File: config.mk
export PLATFORM = sky130hd
export DESIGN_NAME = i2c_regseq
export DESIGN_NICKNAME = d
export VERILOG_FILES = /design/src/rtl/i2c_defs.sv /design/src/rtl/i2c_regseq.sv
export SDC_FILE = /design/constraint.sdc
export NUM_CORES = 1
export LEC_CHECK = 0
export ABC_AREA = 1
export BUFFER_PORTS_ARGS = -buffer_cell sky130_fd_sc_hd__buf_4
export CORE_MARGIN = 8
export CORE_UTILIZATION = 25
export DETAILED_ROUTE_END_ITERATION = 10
export GPL_ROUTABILITY_DRIVEN = 0
export PLACE_DENSITY = 0.48
export RECOVER_POWER = 100
export SKIP_CTS_REPAIR_TIMING = 1
export SLEW_MARGIN = 20
export SYNTH_ARGS = -nofsm -noshare
export SYNTH_HDL_FRONTEND = slang
export SYNTH_SLANG_ARGS = --single-unit
File: constraint.sdc
create_clock -name i_clk -period 1.7 [get_ports i_clk]
set_clock_uncertainty 0.05 [all_clocks]
set_input_delay 0.34 -clock i_clk [delete_from_list [all_inputs] [get_ports i_clk]]
set_output_delay 0.34 -clock i_clk [all_outputs]
set_load 0.02 [all_outputs]
File: src/rtl/i2c_defs.sv
// Shared I2C constants: R/W bit values, register-sequencer state encoding and
// the address-byte builder used wherever a slave address goes on the wire.
package i2c_defs;

  localparam logic I2C_BIT_WR = 1'b0;
  localparam logic I2C_BIT_RD = 1'b1;

  typedef enum logic [3:0] {
    ST_IDLE   = 4'd0,
    ST_ADDRW  = 4'd1,
    ST_REG    = 4'd2,
    ST_WDATA  = 4'd3,
    ST_RSTART = 4'd4,
    ST_ADDRR  = 4'd5,
    ST_RDATA  = 4'd6,
    ST_STOP   = 4'd7,
    ST_DONE   = 4'd8
  } seq_state_e;

  // R/W flag sits in bit 0, below the 7-bit address.
  function automatic logic [7:0] addr_byte(input logic [6:0] addr, input logic rw);
    return {addr, rw};
  endfunction

endpackage

File: src/rtl/i2c_regseq.sv
// Register-transaction sequencer: expands one register read/write command into
// the byte requests of a byte-wise I2C master, streaming data in and out.
module i2c_regseq
  import i2c_defs::*;
#(
  parameter int LGLEN   = 4,
  parameter int TIMEOUT = 2**20
) (
  input  logic             i_clk,
  input  logic             i_reset,
  input  logic             i_cmd_stb,
  input  logic             i_cmd_rd,
  input  logic [6:0]       i_cmd_addr,
  input  logic [7:0]       i_cmd_reg,
  input  logic [LGLEN-1:0] i_cmd_len,
  output logic             o_cmd_busy,
  input  logic             i_wr_valid,
  input  logic [7:0]       i_wr_data,
  output logic             o_wr_ready,
  output logic             o_rd_valid,
  output logic [7:0]       o_rd_data,
  output logic             o_done,
  output logic             o_err,
  output logic             o_ll_cyc,
  output logic             o_ll_stb,
  output logic             o_ll_we,
  output logic [7:0]       o_ll_data,
  input  logic             i_ll_ack,
  input  logic             i_ll_busy,
  input  logic             i_ll_err,
  input  logic [7:0]       i_ll_data,
  output logic [3:0]       o_dbg_state
);

  localparam int TW = (TIMEOUT > 2) ? $clog2(TIMEOUT) : 1;
  localparam logic [TW-1:0] TMO_LAST = TW'(TIMEOUT - 1);

  // Master handshake: a byte is taken on a clock where stb is high and the
  // master is not busy; stb then drops and exactly one byte is outstanding
  // (sent_q) until the master acks it. Write data is consumed on a clock where
  // o_wr_ready is high, which only happens when i_wr_valid is also high.

  seq_state_e       state_q, state_d;
  logic             cyc_q, cyc_d;
  logic             stb_q, stb_d;
  logic             we_q, we_d;
  logic [7:0]       data_q, data_d;
  logic             sent_q, sent_d;
  logic             rd_q, rd_d;
  logic [6:0]       addr_q, addr_d;
  logic [7:0]       reg_q, reg_d;
  logic [LGLEN-1:0] cnt_q, cnt_d;
  logic [TW-1:0]    tmo_q, tmo_d;
  logic             err_q, err_d;
  logic             rd_valid_q, rd_valid_d;
  logic [7:0]       rd_data_q, rd_data_d;
  logic             wr_ready;
  logic             active;
  logic             ack;

  always_ff @(posedge i_clk) begin
    if (i_reset) begin
      state_q    <= ST_IDLE;
      cyc_q      <= 1'b0;
      stb_q      <= 1'b0;
      we_q       <= 1'b0;
      data_q     <= 8'h00;
      sent_q     <= 1'b0;
      rd_q       <= 1'b0;
      addr_q     <= 7'h00;
      reg_q      <= 8'h00;
      cnt_q      <= '0;
      tmo_q      <= '0;
      err_q      <= 1'b0;
      rd_valid_q <= 1'b0;
      rd_data_q  <= 8'h00;
    end else begin
      state_q    <= state_d;
      cyc_q      <= cyc_d;
      stb_q      <= stb_d;
      we_q       <= we_d;
      data_q     <= data_d;
      sent_q     <= sent_d;
      rd_q       <= rd_d;
      addr_q     <= addr_d;
      reg_q      <= reg_d;
      cnt_q      <= cnt_d;
      tmo_q      <= tmo_d;
      err_q      <= err_d;
      rd_valid_q <= rd_valid_d;
      rd_data_q  <= rd_data_d;
    end
  end

  always_comb begin
    state_d    = state_q;
    cyc_d      = cyc_q;
    stb_d      = stb_q;
    we_d       = we_q;
    data_d     = data_q;
    sent_d     = sent_q;
    rd_d       = rd_q;
    addr_d     = addr_q;
    reg_d      = reg_q;
    cnt_d      = cnt_q;
    err_d      = err_q;
    rd_valid_d = 1'b0;
    rd_data_d  = rd_data_q;
    wr_ready   = 1'b0;

    active = (state_q == ST_ADDRW) || (state_q == ST_REG) || (state_q == ST_WDATA) ||
             (state_q == ST_ADDRR) || (state_q == ST_RDATA);
    ack    = sent_q && i_ll_ack;
    // Timer restarts on every ack; states outside the byte phases hold it at zero,
    // so every state entry also starts from zero.
    tmo_d  = (active && !ack) ? tmo_q + 1'b1 : '0;

    if (stb_q && !i_ll_busy) begin
      stb_d  = 1'b0;
      sent_d = 1'b1;
    end
    if (ack) begin
      sent_d = 1'b0;
    end

    case (state_q)
      ST_IDLE: begin
        if (i_cmd_stb) begin
          rd_d    = i_cmd_rd;
          addr_d  = i_cmd_addr;
          reg_d   = i_cmd_reg;
          cnt_d   = i_cmd_len;
          err_d   = 1'b0;
          sent_d  = 1'b0;
          state_d = ST_ADDRW;
          cyc_d   = 1'b1;
          stb_d   = 1'b1;
          we_d    = 1'b1;
          data_d  = addr_byte(i_cmd_addr, I2C_BIT_WR);
        end
      end
      ST_ADDRW: begin
        if (ack) begin
          state_d = ST_REG;
          stb_d   = 1'b1;
          data_d  = reg_q;
        end
      end
      ST_REG: begin
        if (ack) begin
          if (cnt_q == '0) begin
            state_d = ST_STOP;
            cyc_d   = 1'b0;
          end else if (rd_q) begin
            state_d = ST_RSTART;
            cyc_d   = 1'b0;
          end else begin
            state_d = ST_WDATA;
          end
        end
      end
      ST_WDATA: begin
        if (!sent_q && !stb_q && i_wr_valid) begin
          wr_ready = 1'b1;
          stb_d    = 1'b1;
          data_d   = i_wr_data;
        end
        if (ack) begin
          cnt_d = (cnt_q != '0) ? cnt_q - 1'b1 : cnt_q;
          if (cnt_q <= LGLEN'(1)) begin
            state_d = ST_STOP;
            cyc_d   = 1'b0;
          end
        end
      end
      ST_RSTART: begin
        state_d = ST_ADDRR;
        cyc_d   = 1'b1;
        stb_d   = 1'b1;
        we_d    = 1'b1;
        data_d  = addr_byte(addr_q, I2C_BIT_RD);
      end
      ST_ADDRR: begin
        if (ack) begin
          state_d = ST_RDATA;
          stb_d   = 1'b1;
          we_d    = 1'b0;
          data_d  = 8'h00;
        end
      end
      ST_RDATA: begin
        if (ack) begin
          rd_valid_d = 1'b1;
          rd_data_d  = i_ll_data;
          cnt_d      = (cnt_q != '0) ? cnt_q - 1'b1 : cnt_q;
          if (cnt_q <= LGLEN'(1)) begin
            state_d = ST_STOP;
            cyc_d   = 1'b0;
          end else begin
            stb_d = 1'b1;
          end
        end
      end
      ST_STOP: begin
        cyc_d = 1'b0;
        stb_d = 1'b0;
        if (!i_ll_busy) begin
          state_d = ST_DONE;
        end
      end
      ST_DONE: begin
        state_d = ST_IDLE;
      end
      default: begin
        state_d = ST_IDLE;
        cyc_d   = 1'b0;
        stb_d   = 1'b0;
      end
    endcase

    // Any failure abandons the command at once; the master sees cyc drop and stops.
    if ((ack && i_ll_err) || (active && tmo_q == TMO_LAST)) begin
      state_d    = ST_STOP;
      cyc_d      = 1'b0;
      stb_d      = 1'b0;
      sent_d     = 1'b0;
      err_d      = 1'b1;
      rd_valid_d = 1'b0;
      wr_ready   = 1'b0;
    end
  end

  assign o_cmd_busy  = (state_q != ST_IDLE);
  assign o_done      = (state_q == ST_DONE);
  assign o_err       = (state_q == ST_DONE) && err_q;
  assign o_wr_ready  = wr_ready;
  assign o_rd_valid  = rd_valid_q;
  assign o_rd_data   = rd_data_q;
  assign o_ll_cyc    = cyc_q;
  assign o_ll_stb    = stb_q;
  assign o_ll_we     = we_q;
  assign o_ll_data   = data_q;
  assign o_dbg_state = state_q;

endmodule
==> flow_summary.yaml, run 1 <==
status:
  status: "complete, but fails checks"
  failed_checks: "setup timing"
timing:
  layout_setup_ws_ns: -0.236
  period_needed_ns: 1.94
  hold_viol: 0
  worst_pin_slew_ns: 0.304
  relSlewSlack_pct: 79.5
  slew_viol_final: 0
  finalCritPeriodShare_pct: 114
  hold-worst-slack_ns: 0.167
  setup_viol: 9
  fmax_ghz: 0.517
  grt_setup_unrepaired: "yes"
placement:
  place_inst: 731
  place_area_um2: 4150
  hpwl_um: 7880
  io_buffers: 70
cts:
  h-tree-depth: 3
  cts_root_buf: "clkbuf_16"
  clock_path_buffers: 2
  cts_buffers: 9
  clkTransAtPathRegs_ns: 0.05
  cts_tree: "done"
  clkLatencyLatePin_ns: 0.33
  cts.sinks: 66
floorplan:
  num_rows: 41
  die_h_um: 129
  core_um2: 12600
  io_pins: 71
  dieArea_um2: 16800
  start_util_pct: 25.5
  die_w_um: 129
critical_path:
  cp_max_fo: 2
  critical_path_class: "reg2out"
  crit_arrival_ns: 1.55
  start_kind: "flop"
  reg2regPathDepth: 10
  crit_path_end_kind: "output port"
  cp_data_required_time_ns: 1.31
min_path:
  hp-class: "in2reg"
  hold_path_depth: 2
final_layout:
  final_nets: 628
  post-route-util_pct: 36.1
  drive_gt1_share_pct: 26.2
  syn_to_final_growth_pct: 41.4
  final_cells: 756
  num_antenna_cells: 0
  fin_area_um2: 4550
pwr:
  p_per_area_nw_per_um2: 1640
  vdd_drop_max_v: 0.000564
  cellLeakagePower_nw: 2.00
synthesis:
  yosys-top-cells-area: "dfxtp_1 41%, nand2_1 9.8%, o21ai_0 8.9%"
  seq_area_frac_synth_pct: 41.1
  synth_nets: 516
  synth_common_cells: "84 x nand2_1, 71 x nor2_1, 66 x dfxtp_1"
  syn_area_per_cell_um2: 6.86
  ys_ff_latch: 66
  ys_types: 30
  synthFlopType: "dfxtp_1"
  ys_warn_count: 0
  synthesis.area_um2: 3220
  synth.largest_area_cell: "dfxtp_1"
  synth-async-reset-ratio_pct: 0
  syn_inst: 469
  yosysMostFrequentCell: "nand2_1"
  synth_edf_count: 0
  synth_top_cell_area_share_pct: 41.1
global_route:
  grt_usage_pct: 13.0
  grt_first_pass_wirelength_um: 17100
  grt_pass1_vias: 3441
  grt_max_degree: 30
  antenna_found_initial: 0
  grt_overflow: 0
detailed_routing:
  drt-initial-drc-count: 181
  viasPerCell: 4.52
  wl_per_cell_um: 13.8
  postRouteWirelength_um: 10400
  route.vias.total: 3414
  drtAntennaViolNets: 0
  first_pass_iters: 5
  drcViolationCount: 0
flow_run:
  drv_cap: 0
path summary, 6_finish.rpt:
check / start / to / slack (ns)
worst max register to register: o_dbg_state[1] / o_ll_stb / -0.04
worst min register to register: reg_q[2] / reg_q[2] / 0.40
worst max-delay path: tmo_q[1] / o_wr_ready / -0.24
worst min-delay path: i_reset / o_dbg_state[0] / 0.17
routing by layer:
layer	wire length, um	track usage (%)
met4	141	4.51
met2	4940	21.1
met5	0	0
met3	568	3.86
met1	4760	16.0
layout make-up:
class / instances / area [um2]
Sequential cell: 66 / 1340
Timing Repair Buffer: 108 / 756
Clock inverter: 3 / 40.0
Clock buffer: 11 / 253
Inverter: 54 / 205
Fill cell: 1413 / 8070
Multi-Input combinational cell: 342 / 1740
Tap cell: 172 / 215
cells by family (layout without fill, tap and decap cells):
kind of cell	count (synthesis)	count (layout)	synth area share, %
AOI/OAI and AO/OA	119	119	19.1
xor gates and xnor gates	3	3	0.817
buffers and inverters	61	176	7.43
DFF	66	66	41.1
and+or+nand+nor	216	216	30.1
adders and majority gates	4	4	1.56
state kept, by name, summed over array words and instances (netlist names):
name,cells
o_ll_cyc,1
tmo_q,20
reg_q,8
err_q,1
o_ll_data,8
cnt_q,4
o_rd_data,8
rd_q,1
o_dbg_state,4
o_ll_we,1
o_rd_valid,1
sent_q,1
addr_q,7
o_ll_stb,1
per-stage QoR:
stage	power [W]	worst slack [ns]	setup TNS [ns]
after floorplan	0.00420	0.0120	0
after global placement	0.00538	-0.0606	-0.310
after detailed placement	0.00539	-0.0624	-0.585
after CTS	0.00728	-0.411	-1.53
after global routing	0.00805	-0.314	-2.42
final	0.00745	-0.236	-0.558
cells in the final DEF, fill, tap and decap left out, types with 3 or more instances in the layout:
cell type	n
a21oi_1	54
buf_4	91
clkbuf_1	15
clkbuf_16	9
dfxtp_1	58
dfxtp_2	5
dfxtp_4	3
ha_1	3
inv_1	48
inv_2	4
nand2_1	82
nand2_2	6
nand3_1	25
nand3_2	5
nand4_1	4
nor2_1	67
nor2_2	3
nor2_4	11
nor3_1	6
o21ai_0	52
o21ai_1	6
critical path: stages, from the launching register on:
cell     delay [ns]
dfxtp_2        0.35
ha_4           0.15
nand2_4        0.06
nor2_4         0.09
nand4_1        0.19
nor2_4         0.20
nor3_4         0.05
buf_6          0.13
power by group:
part	switching (W)	leakage, nW	internal [W]
combinational	0.00215	1.31	0.00131
sequential	0.000230	0.544	0.00191
clock	0.000666	0.147	0.00119
total	0.00304	2.00	0.00441
No activity file was read; power rests on OpenSTA's default activity.
==> inputs of run 2 (changes only) <==
Settings changed: SETUP_SLACK_MARGIN from default to 0.15.
==> run 2 against run 1 <==
The run still ends with setup timing left; critical path depth down 1; wire length fell by 1.6%; hold slack improved by 0.019 ns; global-route usage fell by 0.65 points; die area unchanged; sequential share of layout area is 0.68 points lower; flip-flop and latch count unchanged; core utilization up 0.92 points; clock-buffer cell count up 2; largest cell class unchanged; highest routed layer unchanged.
==> flow_summary.yaml, run 2 (synthesized netlist as in run 1, its figures left out) <==
status:
  status: "complete, but fails checks"
  failed_checks: "setup timing"
placement:
  place_area_um2: 4140
  detailedPlace.worstSlack_ns: -0.00324
  hpwl_um: 7580
  io_buffers: 70
  place_inst: 728
final_layout:
  seqCellArea_um2: 1340
  fin_area_um2: 4670
  final_nets: 627
  multi_input_area_um2: 1830
  drive_gt1_share_pct: 28.1
  layout_commonest_cell: "nand2_1"
  layout_common_cells: "78 x nand2_1, 70 x buf_4, 66 x nor2_1"
  syn_to_final_growth_pct: 45.1
  final_cells: 756
  fillers: 1393
  largest_reg_flops: 20
  num_antenna_cells: 0
  top_register: "tmo_q"
critical_path:
  crit_arrival_ns: 1.51
  reg2reg_slack_ns: -0.05
  start_kind: "flop"
  cp_cell_sequence: "nand2_4, inv_2, nand2_4, or2_4, nor3_4, buf_6"
  critPathSlowestCell: "dfxtp_4"
  reg2regPathDepth: 9
  cp_top_family: "simple AND/OR/NAND/NOR gates"
  cp_num_cells: 6
  cp_max_fo: 7
  critical_path_class: "reg2out"
  cpPeakStageDelay_ns: 0.42
  cp_data_required_time_ns: 1.31
  path_buf_inv: 2
  timing.rr.start: "o_dbg_state[0]"
  crit_path_end_kind: "output port"
  path_common_cell: "nand2_4"
  timing.rr.end: "cnt_q[3]"
floorplan:
  start_util_pct: 25.5
  dieArea_um2: 16800
  num_rows: 41
  core_um2: 12600
  die_w_um: 129
  io_pins: 71
  die_h_um: 129
timing:
  worst_pin_slew_ns: 0.410
  setup_viol: 15
  grt_setup_unrepaired: "yes"
  period_needed_ns: 1.90
  slew_viol_final: 0
  layout_setup_ws_ns: -0.201
  finalCritPeriodShare_pct: 112
  relSlewSlack_pct: 72.7
  hold_viol: 0
  fmax_ghz: 0.526
global_route:
  grt_overflow: 0
  grt_max_degree: 39
  grt_usage_pct: 12.3
  grt_pass1_vias: 3308
  grt_first_pass_wirelength_um: 16300
  antenna_found_initial: 0
min_path:
  hp-class: "in2reg"
  worstHoldStart: "i_reset"
  hold_path_depth: 2
  hold_end: "o_dbg_state[2]"
pwr:
  p_per_area_nw_per_um2: 1690
  vdd_drop_max_v: 0.000642
  p_total_w: 0.00789
  cellLeakagePower_nw: 2.02
detailed_routing:
  route.vias.total: 3422
  drcViolationCount: 0
  drtAntennaViolNets: 0
  postRouteWirelength_um: 10200
  drt-initial-drc-count: 176
  wl_per_cell_um: 13.5
  first_pass_iters: 4
  viasPerCell: 4.53
cts:
  cts.sinks: 66
  cts_buffers: 9
  clock_path_buffers: 2
  clkLatencyLatePin_ns: 0.33
  cts_root_buf: "clkbuf_16"
  h-tree-depth: 3
  clkTransAtPathRegs_ns: 0.05
  cts_tree: "done"
flow_run:
  drv_cap: 0
-- run 2: changes by cell type in the layout (fill, tap and decap cells not counted), moves of 7 or more --
| cell | change |
|---|---|
| o21ai_1 | +7 |
| buf_4 | -21 |
| buf_6 | +10 |
| o21ai_0 | -11 |
| clkbuf_1 | +8 |
-- run 2: metrics by stage --
stage                     hold slack (ns)  TNS [ns]  util [%]
after floorplan                     0.349         0         -
after global placement              0.386         0      32.8
after detailed placement            0.392  -0.00324      32.8
after CTS                           0.165    -0.609      35.2
after global routing                0.180     -4.49      37.0
final                               0.186    -0.503      37.0
-- run 2: report_power, final --
group / total, W / switching [W] / internal [W] / leakage, nW
Combinational: 0.00382 / 0.00235 / 0.00147 / 1.32
Sequential: 0.00217 / 0.000259 / 0.00191 / 0.545
Clock: 0.00190 / 0.000658 / 0.00124 / 0.152
Total: 0.00789 / 0.00327 / 0.00463 / 2.02
-- run 2: layout make-up --
type                    count  area share [%]
flip-flops and latches     66            28.7
clock inverters             2           0.750
clock buffers              13            5.79
well taps                 172            4.61
repair buffers            105            16.2
repair inverters            1           0.107
inverters                  54            4.58
multi-input cells         343            39.2
-- run 2: metal layers --
layer  track usage, %  routed length (um)  share of wire [%]
met3             3.37                 552                5.4
met2             19.6                4860                 47
met1             15.2                4660                 46
met5                0                   0                  0
met4             5.60                 165                1.6
-- run 2: worst max path at each step --
stage | end | from | slack (ns)
2_1_floorplan | o_wr_ready | o_dbg_state[3] | 0.13
3_3_place_gp | o_wr_ready | tmo_q[1] | 0.04
3_5_place_dp | o_wr_ready | tmo_q[1] | -0.003
4_1_cts | o_wr_ready | tmo_q[1] | -0.36
5_1_grt | o_wr_ready | tmo_q[1] | -0.29
6_report | o_wr_ready | o_dbg_state[0] | -0.20
